### config.mk
export PLATFORM = sky130hd
export DESIGN_NAME = axi_lite_addr_router
export DESIGN_NICKNAME = d
export VERILOG_FILES = /design/src/rtl/axi_lite_addr_router.sv
export SDC_FILE = /design/constraint.sdc
export NUM_CORES = 1
export LEC_CHECK = 0
export CORE_AREA = 2 2 417 419
export CTS_CLUSTER_SIZE = 24
export DETAILED_ROUTE_END_ITERATION = 10
export DIE_AREA = 0 0 419 421
export SLEW_MARGIN = 40
export SYNTH_ARGS = -nofsm -noshare
export SYNTH_HDL_FRONTEND = slang
export SYNTH_SLANG_ARGS = --single-unit
export TNS_END_PERCENT = 50
### constraint.sdc
create_clock -name aclk -period 2.4 [get_ports aclk]
set_clock_uncertainty 0.15 [all_clocks]
set_input_delay 0.48 -clock aclk [delete_from_list [all_inputs] [get_ports aclk]]
set_output_delay 0.48 -clock aclk [all_outputs]
set_load 0.005 [all_outputs]
### src/rtl/axi_lite_addr_router.sv
`default_nettype none
// ============================================================================
// Module   : axi_lite_addr_router
// Brief    : AXI4-Lite 1-to-N address router with base/range decode, internal
//            DECERR completion for unmapped addresses and saturating counters.
// Revision : 1.0 - initial release
// ============================================================================
module axi_lite_addr_router #(
  parameter int                        N_SLV      = 4,
  parameter int                        ADDR_W     = 64,
  parameter int                        DATA_W     = 32,
  parameter logic [N_SLV*ADDR_W-1:0]   BASE_ADDRS = {64'h0000020201030000, 64'h0000020201020000,
                                                     64'h0000020201010000, 64'h0000020201000000},
  parameter logic [N_SLV*ADDR_W-1:0]   RANGES     = {4{64'h10000}},
  parameter int                        CNT_W      = 16
) (
  input  logic                        aclk,
  input  logic                        aresetn,
  // upstream write address / data / response
  input  logic [ADDR_W-1:0]           s_awaddr,
  input  logic                        s_awvalid,
  output logic                        s_awready,
  input  logic [DATA_W-1:0]           s_wdata,
  input  logic [DATA_W/8-1:0]         s_wstrb,
  input  logic                        s_wvalid,
  output logic                        s_wready,
  output logic [1:0]                  s_bresp,
  output logic                        s_bvalid,
  input  logic                        s_bready,
  // upstream read address / data
  input  logic [ADDR_W-1:0]           s_araddr,
  input  logic                        s_arvalid,
  output logic                        s_arready,
  output logic [DATA_W-1:0]           s_rdata,
  output logic [1:0]                  s_rresp,
  output logic                        s_rvalid,
  input  logic                        s_rready,
  // per-slave write channels
  output logic [N_SLV*ADDR_W-1:0]     m_awaddr,
  output logic [N_SLV-1:0]            m_awvalid,
  input  logic [N_SLV-1:0]            m_awready,
  output logic [N_SLV*DATA_W-1:0]     m_wdata,
  output logic [N_SLV*DATA_W/8-1:0]   m_wstrb,
  output logic [N_SLV-1:0]            m_wvalid,
  input  logic [N_SLV-1:0]            m_wready,
  input  logic [N_SLV*2-1:0]          m_bresp,
  input  logic [N_SLV-1:0]            m_bvalid,
  output logic [N_SLV-1:0]            m_bready,
  // per-slave read channels
  output logic [N_SLV*ADDR_W-1:0]     m_araddr,
  output logic [N_SLV-1:0]            m_arvalid,
  input  logic [N_SLV-1:0]            m_arready,
  input  logic [N_SLV*DATA_W-1:0]     m_rdata,
  input  logic [N_SLV*2-1:0]          m_rresp,
  input  logic [N_SLV-1:0]            m_rvalid,
  output logic [N_SLV-1:0]            m_rready,
  // DECERR statistics
  output logic [CNT_W-1:0]            wr_decerr_cnt,
  output logic [CNT_W-1:0]            rd_decerr_cnt
);

  localparam int               SEL_W     = (N_SLV > 1) ? $clog2(N_SLV) : 1;
  localparam int               STRB_W    = DATA_W / 8;
  localparam logic [1:0]       C_DECERR  = 2'b11;
  localparam logic [CNT_W-1:0] C_CNT_MAX = '1;

  typedef enum logic [1:0] {
    W_IDLE = 2'd0,
    W_ADDR = 2'd1,
    W_DATA = 2'd2,
    W_RESP = 2'd3
  } w_state_t;

  typedef enum logic [1:0] {
    R_IDLE = 2'd0,
    R_ADDR = 2'd1,
    R_DATA = 2'd2
  } r_state_t;

  // Result is {miss, sel}; the limit is one bit wider so a region ending at 2^ADDR_W is valid.
  function automatic logic [SEL_W:0] f_decode(input logic [ADDR_W-1:0] addr);
    logic [ADDR_W:0] w_base;
    logic [ADDR_W:0] w_lim;
    logic [SEL_W:0]  w_res;
    w_res = {1'b1, {SEL_W{1'b0}}};
    // Descending scan so the lowest matching index is the last one written.
    for (int i = N_SLV - 1; i >= 0; i--) begin
      w_base = {1'b0, BASE_ADDRS[i*ADDR_W +: ADDR_W]};
      w_lim  = w_base + {1'b0, RANGES[i*ADDR_W +: ADDR_W]};
      if (({1'b0, addr} >= w_base) && ({1'b0, addr} < w_lim)) begin
        w_res = {1'b0, SEL_W'(i)};
      end
    end
    return w_res;
  endfunction

  w_state_t          r_wstate, w_wstate_nxt;
  r_state_t          r_rstate, w_rstate_nxt;
  logic              r_rdy_en;
  logic [ADDR_W-1:0] r_awaddr, r_araddr;
  logic [SEL_W-1:0]  r_wsel, r_rsel;
  logic              r_wmiss, r_rmiss;
  logic [CNT_W-1:0]  r_wr_cnt, r_rd_cnt;

  logic [SEL_W:0]    w_aw_dec, w_ar_dec;
  logic              w_sel_awready, w_sel_wready, w_sel_bvalid;
  logic [1:0]        w_sel_bresp;
  logic              w_sel_arready, w_sel_rvalid;
  logic [1:0]        w_sel_rresp;
  logic [DATA_W-1:0] w_sel_rdata;

  assign w_aw_dec      = f_decode(s_awaddr);
  assign w_ar_dec      = f_decode(s_araddr);
  assign wr_decerr_cnt = r_wr_cnt;
  assign rd_decerr_cnt = r_rd_cnt;

  // Holds both address readies low until the first edge after reset release.
  always_ff @(posedge aclk or negedge aresetn) begin
    if (!aresetn) begin
      r_rdy_en <= 1'b0;
    end else begin
      r_rdy_en <= 1'b1;
    end
  end

  // ---------------------------------------------------------------- write path
  always_ff @(posedge aclk or negedge aresetn) begin
    if (!aresetn) begin
      r_wstate <= W_IDLE;
      r_awaddr <= '0;
      r_wsel   <= '0;
      r_wmiss  <= 1'b0;
      r_wr_cnt <= '0;
    end else begin
      r_wstate <= w_wstate_nxt;
      if (s_awvalid && s_awready) begin
        r_awaddr <= s_awaddr;
        r_wsel   <= w_aw_dec[SEL_W-1:0];
        r_wmiss  <= w_aw_dec[SEL_W];
      end
      if ((r_wstate == W_RESP) && r_wmiss && s_bready && (r_wr_cnt != C_CNT_MAX)) begin
        r_wr_cnt <= r_wr_cnt + 1'b1;
      end
    end
  end

  always_comb begin
    w_wstate_nxt  = r_wstate;
    s_awready     = 1'b0;
    s_wready      = 1'b0;
    s_bvalid      = 1'b0;
    s_bresp       = 2'b00;
    m_awvalid     = '0;
    m_awaddr      = '0;
    m_wvalid      = '0;
    m_wdata       = '0;
    m_wstrb       = '0;
    m_bready      = '0;
    w_sel_awready = 1'b0;
    w_sel_wready  = 1'b0;
    w_sel_bvalid  = 1'b0;
    w_sel_bresp   = 2'b00;

    for (int i = 0; i < N_SLV; i++) begin
      if (r_wsel == SEL_W'(i)) begin
        w_sel_awready = m_awready[i];
        w_sel_wready  = m_wready[i];
        w_sel_bvalid  = m_bvalid[i];
        w_sel_bresp   = m_bresp[2*i +: 2];
      end
    end

    case (r_wstate)
      W_IDLE: begin
        s_awready = r_rdy_en;
        if (s_awvalid && r_rdy_en) begin
          w_wstate_nxt = w_aw_dec[SEL_W] ? W_DATA : W_ADDR;
        end
      end
      W_ADDR: begin
        for (int i = 0; i < N_SLV; i++) begin
          if (r_wsel == SEL_W'(i)) begin
            m_awvalid[i]                 = 1'b1;
            m_awaddr[i*ADDR_W +: ADDR_W] = r_awaddr;
          end
        end
        if (w_sel_awready) begin
          w_wstate_nxt = W_DATA;
        end
      end
      W_DATA: begin
        if (r_wmiss) begin
          s_wready = 1'b1;
          if (s_wvalid) begin
            w_wstate_nxt = W_RESP;
          end
        end else begin
          for (int i = 0; i < N_SLV; i++) begin
            if (r_wsel == SEL_W'(i)) begin
              m_wvalid[i]                 = s_wvalid;
              m_wdata[i*DATA_W +: DATA_W] = s_wdata;
              m_wstrb[i*STRB_W +: STRB_W] = s_wstrb;
            end
          end
          s_wready = w_sel_wready;
          if (s_wvalid && w_sel_wready) begin
            w_wstate_nxt = W_RESP;
          end
        end
      end
      W_RESP: begin
        if (r_wmiss) begin
          s_bvalid = 1'b1;
          s_bresp  = C_DECERR;
          if (s_bready) begin
            w_wstate_nxt = W_IDLE;
          end
        end else begin
          for (int i = 0; i < N_SLV; i++) begin
            if (r_wsel == SEL_W'(i)) begin
              m_bready[i] = s_bready;
            end
          end
          s_bvalid = w_sel_bvalid;
          s_bresp  = w_sel_bresp;
          if (w_sel_bvalid && s_bready) begin
            w_wstate_nxt = W_IDLE;
          end
        end
      end
      default: w_wstate_nxt = W_IDLE;
    endcase
  end

  // ----------------------------------------------------------------- read path
  always_ff @(posedge aclk or negedge aresetn) begin
    if (!aresetn) begin
      r_rstate <= R_IDLE;
      r_araddr <= '0;
      r_rsel   <= '0;
      r_rmiss  <= 1'b0;
      r_rd_cnt <= '0;
    end else begin
      r_rstate <= w_rstate_nxt;
      if (s_arvalid && s_arready) begin
        r_araddr <= s_araddr;
        r_rsel   <= w_ar_dec[SEL_W-1:0];
        r_rmiss  <= w_ar_dec[SEL_W];
      end
      if ((r_rstate == R_DATA) && r_rmiss && s_rready && (r_rd_cnt != C_CNT_MAX)) begin
        r_rd_cnt <= r_rd_cnt + 1'b1;
      end
    end
  end

  always_comb begin
    w_rstate_nxt  = r_rstate;
    s_arready     = 1'b0;
    s_rvalid      = 1'b0;
    s_rdata       = '0;
    s_rresp       = 2'b00;
    m_arvalid     = '0;
    m_araddr      = '0;
    m_rready      = '0;
    w_sel_arready = 1'b0;
    w_sel_rvalid  = 1'b0;
    w_sel_rresp   = 2'b00;
    w_sel_rdata   = '0;

    for (int i = 0; i < N_SLV; i++) begin
      if (r_rsel == SEL_W'(i)) begin
        w_sel_arready = m_arready[i];
        w_sel_rvalid  = m_rvalid[i];
        w_sel_rresp   = m_rresp[2*i +: 2];
        w_sel_rdata   = m_rdata[i*DATA_W +: DATA_W];
      end
    end

    case (r_rstate)
      R_IDLE: begin
        s_arready = r_rdy_en;
        if (s_arvalid && r_rdy_en) begin
          w_rstate_nxt = w_ar_dec[SEL_W] ? R_DATA : R_ADDR;
        end
      end
      R_ADDR: begin
        for (int i = 0; i < N_SLV; i++) begin
          if (r_rsel == SEL_W'(i)) begin
            m_arvalid[i]                 = 1'b1;
            m_araddr[i*ADDR_W +: ADDR_W] = r_araddr;
          end
        end
        if (w_sel_arready) begin
          w_rstate_nxt = R_DATA;
        end
      end
      R_DATA: begin
        if (r_rmiss) begin
          s_rvalid = 1'b1;
          s_rresp  = C_DECERR;
          if (s_rready) begin
            w_rstate_nxt = R_IDLE;
          end
        end else begin
          for (int i = 0; i < N_SLV; i++) begin
            if (r_rsel == SEL_W'(i)) begin
              m_rready[i] = s_rready;
            end
          end
          s_rvalid = w_sel_rvalid;
          s_rdata  = w_sel_rdata;
          s_rresp  = w_sel_rresp;
          if (w_sel_rvalid && s_rready) begin
            w_rstate_nxt = R_IDLE;
          end
        end
      end
      default: w_rstate_nxt = R_IDLE;
    endcase
  end

endmodule
`default_nettype wire

**Yosys cells after proc, flatten, opt, wreduce, memory -nomap -nowiden**

Cells that the tools add are included.

- Add/subtract/negate cells: 2
- $lt $le $gt $ge: 16
- Equal/unequal tests: 23
- Multiplexer cells: 121
- Reduce and logical (&&, ||, !) cells: 27

Operator list:

| kind | count |
|---|---|
| >= comparator 64 x 42 -> 1 bit (second input constant) | 8 |
| less-than comparator 64 x 42 -> 1 bit (second input constant) | 8 |
| two-way mux 256 bit | 2 |
| two-way mux 64 bit | 8 |
| two-way mux 32 bit | 10 |
| two-way mux 128 bit | 2 |
| two-way mux 2 bit | 27 |
| two-way mux 1 bit | 48 |
| two-way mux 4 bit | 12 |
| adder 16 x 1 -> 16 bit (second input constant) | 2 |
| two-way mux 16 bit | 2 |
| inequality test 16 bit (second input constant) | 2 |
| two-way mux 3 bit | 8 |
| logical AND 1 bit | 21 |
| == test 2 bit (second input constant) | 7 |
| inequality test 3 bit (second input constant) | 4 |
| == test 2 x 1 -> 1 bit (second input constant) | 4 |
| zero test 2 bit | 4 |
| inequality test 2 bit (second input constant) | 4 |
| case mux 2 bit (4 select lines) | 1 |
| inequality test 3 x 2 -> 1 bit (second input constant) | 2 |
| case mux 2 bit (3 select lines) | 1 |
| AND reduction 6 bit | 1 |
| AND reduction 4 bit | 1 |

- Register bits: 171
- Input port bits: 335

**Logic depth before layout (Yosys ltp)**

Gate-level depths: netlist (run 1).

- Depth after elaboration: 9
- Mapped depth: 7
- Gate-level depth less buffers: 7

**Least setup slack after synthesis (run 1)**

OpenSTA, ideal clock, no wires.

- Kind: register -> output
- Start: register r_wstate[0]
- End: output port m_wdata[34]
- Data arrival time: 1.617 ns
- Required time: 1.770 ns
- Slack: 0.153 ns
- Stages on the path, launching flop included: 7
- Buffers on the path: 1
- Cells stage by stage: dfrtp_1 > inv_1 > ha_1 > nand2_1 > nor3_1 > clkbuf_1 > and2_1

- Cells in the longest elaborated chain, start to end: 2

Ends and longest elaborated chain:

| what | RTL line | text |
|---|---|---|
| from (decl) | 97 | `w_state_t r_wstate, w_wstate_nxt;` |
| from (signal assigned) | 135 | `r_wstate <= w_wstate_nxt;` |
| == test 2 bit | 173 | `case (r_wstate)` |
| two-way mux 128 bit | 173 |  |
| to (decl) | 42 | `output logic [N_SLV*DATA_W-1:0] m_wdata,` |

No other way between the ends.

**Worst setup path in the final report (run 1)**

- Start: register r_rsel[0]
- End: output port m_araddr[152]

- Cells in the longest elaborated chain, start to end: 3

Ends and longest elaborated chain:

| what | RTL line | text |
|---|---|---|
| from (decl) | 101 | `logic [SEL_W-1:0] r_wsel, r_rsel;` |
| from (signal assigned) | 247 | `r_rsel <= w_ar_dec[SEL_W-1:0];` |
| == test 2 bit | 288 | `if (r_rsel == SEL_W'(i)) begin` |
| two-way mux 64 bit | 288 |  |
| two-way mux 256 bit | 279 | `case (r_rstate)` |
| to (decl) | 50 | `output logic [N_SLV*ADDR_W-1:0] m_araddr,` |

No other way between the ends.

==> results.cfg, run 1 <==
[clocking]
cts_tree = done
insertion_delay_ns = 0.53
clk_pin_slew_ns = 0.09
ctsHtreeMaxLevel = 4
cts.root.buffer_cell = sky130_fd_sc_hd__clkbuf_16
cts_buffer_depth = 2
clock_sinks = 171
cts_inserted_buffers = 17

[logic_synthesis]
synth_fp_nets = 1698
synth_seq_cells = 171
post_synth_edffs = 0
synth-warning-count = 0
syn_avg_cell_area_um2 = 9.51
combined_area_of_all_synthesized_cells_um2 = 12900
synthesis.instances = 1356
dominantRegCellSynth = sky130_fd_sc_hd__dfrtp_1
synthDistinctLibCells = 51
async_flop_share = 1.00
synth_seq_area_share = 0.332

[run]
max_cap_violations = 0

[routing]
remaining_drc_errors = 0
detail_route.wirelength_um = 125000
vias = 16200
drtAntennaViolNets = 0
drt-vias-per-instance = 3.23
drtIter0Drc = 1166
drtPass1Iterations = 4
routed_wl_per_cell_um = 24.9

[floorplanning]
coreArea_um2 = 172000
num_rows = 153
num_io_pins = 1084
floorplan.die.width_um = 419
dieArea_um2 = 176000
initial_core_util = 0.0747
die_height_um = 421

[worst_setup_path]
r2r_slack_ns = -0.06
timing.critical_path.to_type = primary output
reg2regPathDepth = 9
critPathLaunchType = register
worst-endpoint-required_ns = 1.77
setup.worst_path.class = reg -> out
critical_path_arrival_ns = 2.53
critical_path.reg2reg.endpoint = r_wstate[1]
critical_path.max_fanout = 8
reg2reg_from = r_wstate[1]

[pwr]
cellPowerDensity_nw_per_um2 = 470
leakagePower_nw = 13.1
switching_share = 0.417
power_share_of_the_clock_group = 0.225
p_comb_frac = 0.362
report.power.total_mw = 14.6
power.internal_mw = 8.49
power.net_switching_mw = 6.07
seq_power_share = 0.413
ir_drop_uv = 533

[finish]
share_of_final_layout_standard_cells_stronger_than_drive_strength_1 = 0.312
nets = 3012
layout.area.seq_um2 = 4290
area_delta_synth_final_pct = 140
multiInputGateArea_um2 = 8610
highest_count_cells_in_the_layout_ignoring_fill_and_taps = sky130_fd_sc_hd__clkdlybuf4s50_1 (818), sky130_fd_sc_hd__and2_1 (616), sky130_fd_sc_hd__buf_4 (189)
post-route-util = 0.180
layout.cells.most_common = sky130_fd_sc_hd__clkdlybuf4s50_1
layout.filler_cells = 19100

[timing]
rsz_0062_raised_after_global_routing = true
final-max-slew-violation-count = 0
timing.final.setup_violations = 719
tightest_slew_ns = 0.548
final-hold-violation-count = 0
final.setup.tns_ns = -428.14
final_period_minus_worst_setup_slack_ns = 3.16
finalWorstSetupSlack_ns = -0.757
finalCritPeriodShare = 1.32
timing.fmax_mhz = 317
relSlewSlack = 0.635

[grt]
overall_global_routing_usage = 0.125
grt_overflow = 0
antenna_found_initial = 63
global_route_wire_length_before_repair_um = 147000
via_count_of_the_first_global_routing_pass = 15300
grt_start_max_net_pins = 53

[outcome]
result_of_the_run = finished with violations
violated_checks = setup timing

[place]
hpwl_um = 97100
io_buffer_count = 1083
detailedPlace.worstSlack_ns = -0.643
gp_congestion = 0.916

[hold_path]
hold_path.class = in -> async
## layout make-up
class                           instances  area share
Inverter                                7    0.000849
Multi-Input combinational cell       1078       0.278
Timing Repair Buffer                 1395       0.467
Sequential cell                       171       0.138
Tap cell                             2325      0.0940
Antenna cell                           15     0.00121
Clock buffer                           17      0.0137
Clock inverter                         15     0.00634
## worst max-delay path by stage
stage	start	endpoint	slack [ns]	depth (start not counted)
global placement	m_rresp[5]	s_rresp[1]	-0.69	6
global route	r_wstate[1]	m_wdata[5]	-0.87	8
floorplan	r_wstate[0]	m_wdata[34]	0.15	6
CTS	r_rsel[0]	m_araddr[132]	-0.87	7
finish	r_rsel[0]	m_araddr[152]	-0.76	11
detailed placement	m_rresp[1]	s_rresp[1]	-0.64	6
## power groups by stage
stage	registers (mW)	clock network, mW	logic, mW
detailed placement	6.02	0	4.60
global route	6.11	3.54	5.61
CTS	5.97	3.49	4.68
floorplan	4.49	0	1.86
finish	6.01	3.28	5.27
global placement	5.98	0	4.54
## per-layer routing
layer  global-route usage  up-vias  wire (µm)
met1                0.145     8044      46900
met3               0.0293      205       9220
met4               0.0327       22       4280
met5                    0        -        141
li1                     -     7126          -
met2                0.228      844      64300
## registers in the layout, summed over array words and instances (netlist names)
register,flops
r_araddr,64
r_awaddr,64
rd_decerr_cnt,16
wr_decerr_cnt,16
r_rsel,2
r_rstate,2
r_wsel,2
r_wstate,2
r_rdy_en,1
r_rmiss,1
r_wmiss,1
## critical path: stages (launching register included)
cell and delay [ns]:
sky130_fd_sc_hd__dfrtp_4 0.51, sky130_fd_sc_hd__buf_8 0.14, sky130_fd_sc_hd__buf_6 0.12, sky130_fd_sc_hd__nor3b_4 0.22, sky130_fd_sc_hd__buf_12 0.22, sky130_fd_sc_hd__buf_12 0.14
sky130_fd_sc_hd__buf_16 0.11, sky130_fd_sc_hd__buf_8 0.10, sky130_fd_sc_hd__buf_6 0.09, sky130_fd_sc_hd__buf_6 0.09, sky130_fd_sc_hd__and2_1 0.11, sky130_fd_sc_hd__buf_2 0.11
## cell usage after synthesis, drive strengths merged (2+ instances only)
cell,instances,area [µm²]
and2,695,4350
dfrtp,171,4280
mux2,133,1500
clkbuf,75,282
mux4,40,901
nor2,28,105
buf,25,140
nand2,24,90.1
nand3,18,95.1
nor4,18,119
xnor2,17,149
xor2,12,105
nand4,11,83.8
nor3,11,71.3
ha,7,87.6
inv,7,26.3
o21ai,7,35.0
and4,6,62.6
nor3b,6,50.1
nor4b,6,52.6
and3,5,31.3
nand2b,5,31.3
mux2i,3,30.0
o211ai,3,22.5
o21a,3,22.5
a21oi,2,10.0
a31oi,2,12.5
and3b,2,17.5
nand3b,2,15.0
nor2b,2,12.5
## logic make-up (layout without fill, tap and decap cells)
| group | count (synthesis) | in the layout | share of synthesized area |
|---|---|---|---|
| simple gates | 840 | 840 | 0.403 |
| mux | 176 | 176 | 0.189 |
| flops | 171 | 171 | 0.332 |
| buf+inv | 107 | 1434 | 0.0348 |
| xor+xnor | 29 | 29 | 0.0197 |
| compound gates | 25 | 25 | 0.0149 |
| fa+ha+maj | 7 | 7 | 0.00679 |
| other cells | 1 | 16 | 0.000291 |
## per-stage QoR
step | instances | area, µm² | hold WS, ns
after global placement | 4843 | 28100 | 0.273
after floorplan | 1356 | 12900 | 0.0344
after CTS | 4903 | 29200 | 0.249
after global routing | 5011 | 30900 | 0.287
after detailed placement | 4843 | 28100 | 0.276
final | 5023 | 31000 | 0.313
## what timing repair did
action                                  in CTS  in global routing
setup buffers                               20                 69
endpoints found under the setup margin     720                723
resized for setup                          259                552
cloned                                       7                 39
pin swaps                                    5                  8
endpoints found under the hold margin       42                  0
hold buffers                                 1                  0
No activity file was read; power rests on OpenSTA's default activity.
==> run 2: changes to the inputs <==
CAP_MARGIN = 10   (was default)
clock period = 2.95 ns   (was 2.4 ns; I/O delays follow)
==> run 2 against run 1 <==
The run still ends with setup timing left. Critical path type unchanged. Clock power fell by 19%. Critical endpoint is now m_araddr[162]. Highest routed layer unchanged. Register-to-register slack improved by 0.36 ns. Critical path depth fell by 1.
==> results.cfg, run 2 (synthesis results as in run 1) <==
[pwr]
ir_drop_uv = 422
report.power.total_mw = 12.0
cellPowerDensity_nw_per_um2 = 377
leakagePower_nw = 17.3

[place]
gp_congestion = 1.01
io_buffer_count = 1083
detailedPlace.worstSlack_ns = -0.343
placedInstanceArea_um2 = 27400
hpwl_um = 95800
place.detailed.instances = 4755

[worst_setup_path]
critical_path_arrival_ns = 2.45
worst-endpoint-required_ns = 2.21
critical_path.max_fanout = 4
critPathLaunchType = register
timing.critical_path.to_type = primary output
setup.worst_path.class = reg -> out

[routing]
drtIter0Drc = 1165
vias = 16700
drtPass1Iterations = 5
drt-vias-per-instance = 3.32
detail_route.wirelength_um = 131000
drtAntennaViolNets = 0
routed_wl_per_cell_um = 26.1
remaining_drc_errors = 0

[timing]
finalCritPeriodShare = 1.08
relSlewSlack = 0.510
final-max-slew-violation-count = 0
timing.final.setup_violations = 448
hold-worst-slack_ns = 0.356
timing.fmax_mhz = 314
rsz_0062_raised_after_global_routing = true
final-hold-violation-count = 0
finalWorstSetupSlack_ns = -0.236
tightest_slew_ns = 0.735
final_period_minus_worst_setup_slack_ns = 3.19
final.setup.tns_ns = -48.04

[finish]
post-route-cell-area_um2 = 31900
nets = 3024
layout.area.seq_um2 = 4290
stdcell_count = 5033
multiInputGateArea_um2 = 8740
reg.largest.list = r_araddr x64, r_awaddr x64
post-route-util = 0.185
highest_count_cells_in_the_layout_ignoring_fill_and_taps = sky130_fd_sc_hd__and2_1 (559), sky130_fd_sc_hd__clkdlybuf4s50_1 (505), sky130_fd_sc_hd__dlymetal6s2s_1 (242)
layout.cells.most_common = sky130_fd_sc_hd__and2_1
share_of_final_layout_standard_cells_stronger_than_drive_strength_1 = 0.382
layout.filler_cells = 19000
area_delta_synth_final_pct = 148

[floorplanning]
num_rows = 153
coreArea_um2 = 172000
dieArea_um2 = 176000
initial_core_util = 0.0747
die_height_um = 421
floorplan.die.width_um = 419
num_io_pins = 1084

[grt]
grt_start_max_net_pins = 59
global_route_wire_length_before_repair_um = 157000
antenna_found_initial = 65
grt_overflow = 0
overall_global_routing_usage = 0.134
via_count_of_the_first_global_routing_pass = 15600

[outcome]
violated_checks = setup timing
result_of_the_run = finished with violations

[clocking]
cts.root.buffer_cell = sky130_fd_sc_hd__clkbuf_16
insertion_delay_ns = 0.53
cts_buffer_depth = 2
clk_pin_slew_ns = 0.09
ctsHtreeMaxLevel = 4
cts_tree = done
cts_inserted_buffers = 17
clock_sinks = 171

[hold_path]
hold_path.class = reg -> reg

[run]
max_cap_violations = 0
-- run 2: changes by cell type in the layout (fill, tap and decap cells not counted), sizes merged --
cell           change
dlygate4sd2       -11
clkinv             +4
buf              +113
diode              -2
inv                -4
clkbuf            +20
clkdlybuf4s50    -313
dlymetal6s2s     +198
clkdlybuf4s15      +5
-- run 2: timing repair --
| action | in CTS | in global routing |
|---|---|---|
| setup endpoints to repair | 713 | 716 |
| gates resized for setup | 676 | 981 |
| cloned | 31 | 28 |
| pin swaps | 24 | 17 |
| buffers inserted | 82 | 116 |
| hold buffers | 1 | 0 |
| endpoints found under the hold margin | 52 | 0 |
-- run 2: per-layer routing --
layer  track usage  wire [µm]  up-vias
li1              -          -     7140
met1         0.152      48700     8387
met2         0.243      67700      956
met3        0.0380      10300      221
met4        0.0337       4210       28
met5             0        193        -
-- run 2: path summary, 6_finish.rpt --
kind | start | endpoint | slack [ns] | depth (start not counted)
hold / removal | rd_decerr_cnt[4] | rd_decerr_cnt[4] | 0.36 | 1
hold reg to reg | rd_decerr_cnt[4] | rd_decerr_cnt[4] | 0.36 | 1
min in group asynchronous | aresetn | r_araddr[59] | 0.42 | 2
max in group asynchronous | aresetn | rd_decerr_cnt[11] | 1.31 | 3
setup / recovery | r_rsel[0] | m_araddr[162] | -0.24 | 10
setup reg to reg | r_wstate[1] | r_wstate[1] | 0.30 | 10
-- run 2: cell type report --
type	count	share of cell area
diodes	13	0.00102
clock buffers	17	0.0133
clock inverters	15	0.00646
inverters	7	0.000822
multi-input cells	1078	0.274
flip-flops and latches	171	0.134
well taps	2325	0.0911
repair buffers	1407	0.480
-- run 2: where the power goes --
group / switching, mW / total, mW / internal (mW)
sequential: 1.88 / 4.96 / 3.08
clock: 1.47 / 2.65 / 1.18
combinational: 1.73 / 4.43 / 2.69
total: 5.08 / 12.0 / 6.96
-- run 2: critical path, stage by stage, from the launching register on --
cell and delay (ns):
sky130_fd_sc_hd__dfrtp_4 0.51, sky130_fd_sc_hd__buf_12 0.15, sky130_fd_sc_hd__buf_8 0.12, sky130_fd_sc_hd__nor3b_4 0.23, sky130_fd_sc_hd__buf_6 0.18, sky130_fd_sc_hd__clkbuf_16 0.15, sky130_fd_sc_hd__clkbuf_16 0.15, sky130_fd_sc_hd__buf_6 0.10
sky130_fd_sc_hd__buf_6 0.11, sky130_fd_sc_hd__and2_4 0.14, sky130_fd_sc_hd__buf_6 0.09
==> run 3: changes to the inputs <==
CORE_AREA = 2 2 424 426   (was 2 2 417 419)
DIE_AREA = 0 0 426 428   (was 0 0 419 421)
clock period = 3.9 ns   (was 2.95 ns; I/O delays follow)
==> run 3 against run 2 <==
Critical path type unchanged. Largest power group unchanged. Sequential power shrank 28%. Non-clock buffer count shrank 273. The flow now finishes without violations. Register-to-register slack improved by 1.3 ns. Critical endpoint is now s_rdata[22].
==> results.cfg, run 3 (synthesis results as in run 1) <==
[routing]
drt-vias-per-instance = 3.09
drtIter0Drc = 798
vias = 14800
drtAntennaViolNets = 0
remaining_drc_errors = 0
routed_wl_per_cell_um = 26.2
detail_route.wirelength_um = 125000
drtPass1Iterations = 5

[finish]
area_delta_synth_final_pct = 114
nets = 2751
post-route-cell-area_um2 = 27600
share_of_final_layout_standard_cells_stronger_than_drive_strength_1 = 0.121
layout.cells.most_common = sky130_fd_sc_hd__clkdlybuf4s50_1
highest_count_cells_in_the_layout_ignoring_fill_and_taps = sky130_fd_sc_hd__clkdlybuf4s50_1 (1072), sky130_fd_sc_hd__and2_1 (695), sky130_fd_sc_hd__dfrtp_1 (169)
reg.largest.list = r_araddr x64, r_awaddr x64

[pwr]
p_comb_frac = 0.319
cellPowerDensity_nw_per_um2 = 295
power_share_of_the_clock_group = 0.245
seq_power_share = 0.436
ir_drop_uv = 257
power.internal_mw = 4.81
switching_share = 0.408
power.net_switching_mw = 3.32
leakagePower_nw = 10.0

[outcome]
result_of_the_run = complete, no violations

[clocking]
insertion_delay_ns = 0.53
clock_sinks = 171
cts_inserted_buffers = 17
clk_pin_slew_ns = 0.09
ctsHtreeMaxLevel = 4
cts.root.buffer_cell = sky130_fd_sc_hd__clkbuf_16
cts_buffer_depth = 2
cts_tree = done

[place]
gp_congestion = 1.03
io_buffer_count = 1083
detailedPlace.worstSlack_ns = -0.0245
placedInstanceArea_um2 = 26900
hpwl_um = 111000

[worst_setup_path]
critPathLaunchType = register
critical-path-slowest-cell = sky130_fd_sc_hd__clkdlybuf4s50_1
ordered_cell_list_for_the_critical_path = nand2b_1, nor2_2, clkbuf_8, and2_1, clkdlybuf4s50_1
max_stage_delay_ns = 0.72
crit_buf_inv = 2
critical_path.top_delay_family = buffers and inverters
timing.critical_path.to_type = primary output
setup.worst_path.class = reg -> out
worst-endpoint-required_ns = 2.97
critical_path_arrival_ns = 2.83
critical_path.max_fanout = 32

[grt]
antenna_found_initial = 82
grt_start_max_net_pins = 66
global_route_wire_length_before_repair_um = 158000
via_count_of_the_first_global_routing_pass = 14500
grt_overflow = 0
overall_global_routing_usage = 0.133

[timing]
timing.fmax_mhz = 266
final_period_minus_worst_setup_slack_ns = 3.76
finalWorstSetupSlack_ns = 0.135
final.setup.tns_ns = 0
tightest_slew_ns = 0.613
rsz_0062_raised_after_global_routing = true
timing.final.setup_violations = 0
final-max-slew-violation-count = 0
finalCritPeriodShare = 0.965
relSlewSlack = 0.592
final-hold-violation-count = 0

[floorplanning]
num_io_pins = 1084
num_rows = 155
initial_core_util = 0.0726
floorplan.die.width_um = 426
coreArea_um2 = 178000
die_height_um = 428
dieArea_um2 = 182000

[hold_path]
hold_path.class = reg -> reg

[run]
max_cap_violations = 0
run 3: changes by cell type in the layout (fill, tap and decap cells not counted), sizes merged:
cell	before	now
clkdlybuf4s50	505	1072
buf	518	57
dlymetal6s2s	242	1
clkbuf	119	18
clkdlybuf4s15	32	0
diode	13	6
dlygate4sd2	7	2
clkinv	8	4
inv	14	18
run 3: area by class of cell:
type	instances	area [µm²]
Timing Repair Buffer	1134	11400
Fill cell	20100	150000
Clock buffer	17	425
Tap cell	2355	2950
Sequential cell	171	4280
Multi-Input combinational cell	1078	8250
Clock inverter	15	211
Inverter	7	26.3
Antenna cell	6	15.0
run 3: stage by stage:
step	hold slack (ns)	total power [mW]	utilization	cells
global route	0.384	8.59	0.155	4777
floorplan	0.327	3.91	-	1356
detailed placement	0.337	6.24	0.151	4744
global placement	0.325	6.19	0.151	4743
CTS	0.356	8.32	0.155	4777
finish	0.353	8.13	0.155	4783
run 3: timing repair:
item | 4_1_cts | 5_1_grt
hold endpoints to repair | 23 | 0
endpoints found under the setup margin | 4 | 21
resized for setup | 3 | 4
hold buffers | 1 | 0
setup buffers | 0 | 0
run 3: final timing paths:
kind | startpoint | endpoint | slack [ns] | cells past startpoint
setup / recovery | r_rstate[0] | s_rdata[22] | 0.14 | 5
hold / removal | rd_decerr_cnt[4] | rd_decerr_cnt[4] | 0.35 | 1
setup reg to reg | r_wstate[1] | wr_decerr_cnt[14] | 1.57 | 5
hold reg to reg | rd_decerr_cnt[4] | rd_decerr_cnt[4] | 0.35 | 1
max in group asynchronous | aresetn | r_awaddr[7] | 2.37 | 3
min in group asynchronous | aresetn | r_araddr[30] | 0.55 | 2
run 3: metal layers:
metal / vias to the layer above / GRT usage / wire, µm
li1: 6560 / - / -
met1: 7330 / 0.159 / 49800
met2: 748 / 0.238 / 63700
met3: 138 / 0.0344 / 9200
met4: 18 / 0.0279 / 2520
met5: - / 0 / 104
run 3: power by group through the flow:
stage / Sequential (mW) / Combinational, mW / Clock (mW)
2_1_floorplan: 2.76 / 1.15 / 0
3_3_place_gp: 3.57 / 2.62 / 0
3_5_place_dp: 3.59 / 2.64 / 0
4_1_cts: 3.56 / 2.66 / 2.11
5_1_grt: 3.63 / 2.80 / 2.16
6_report: 3.55 / 2.59 / 1.99
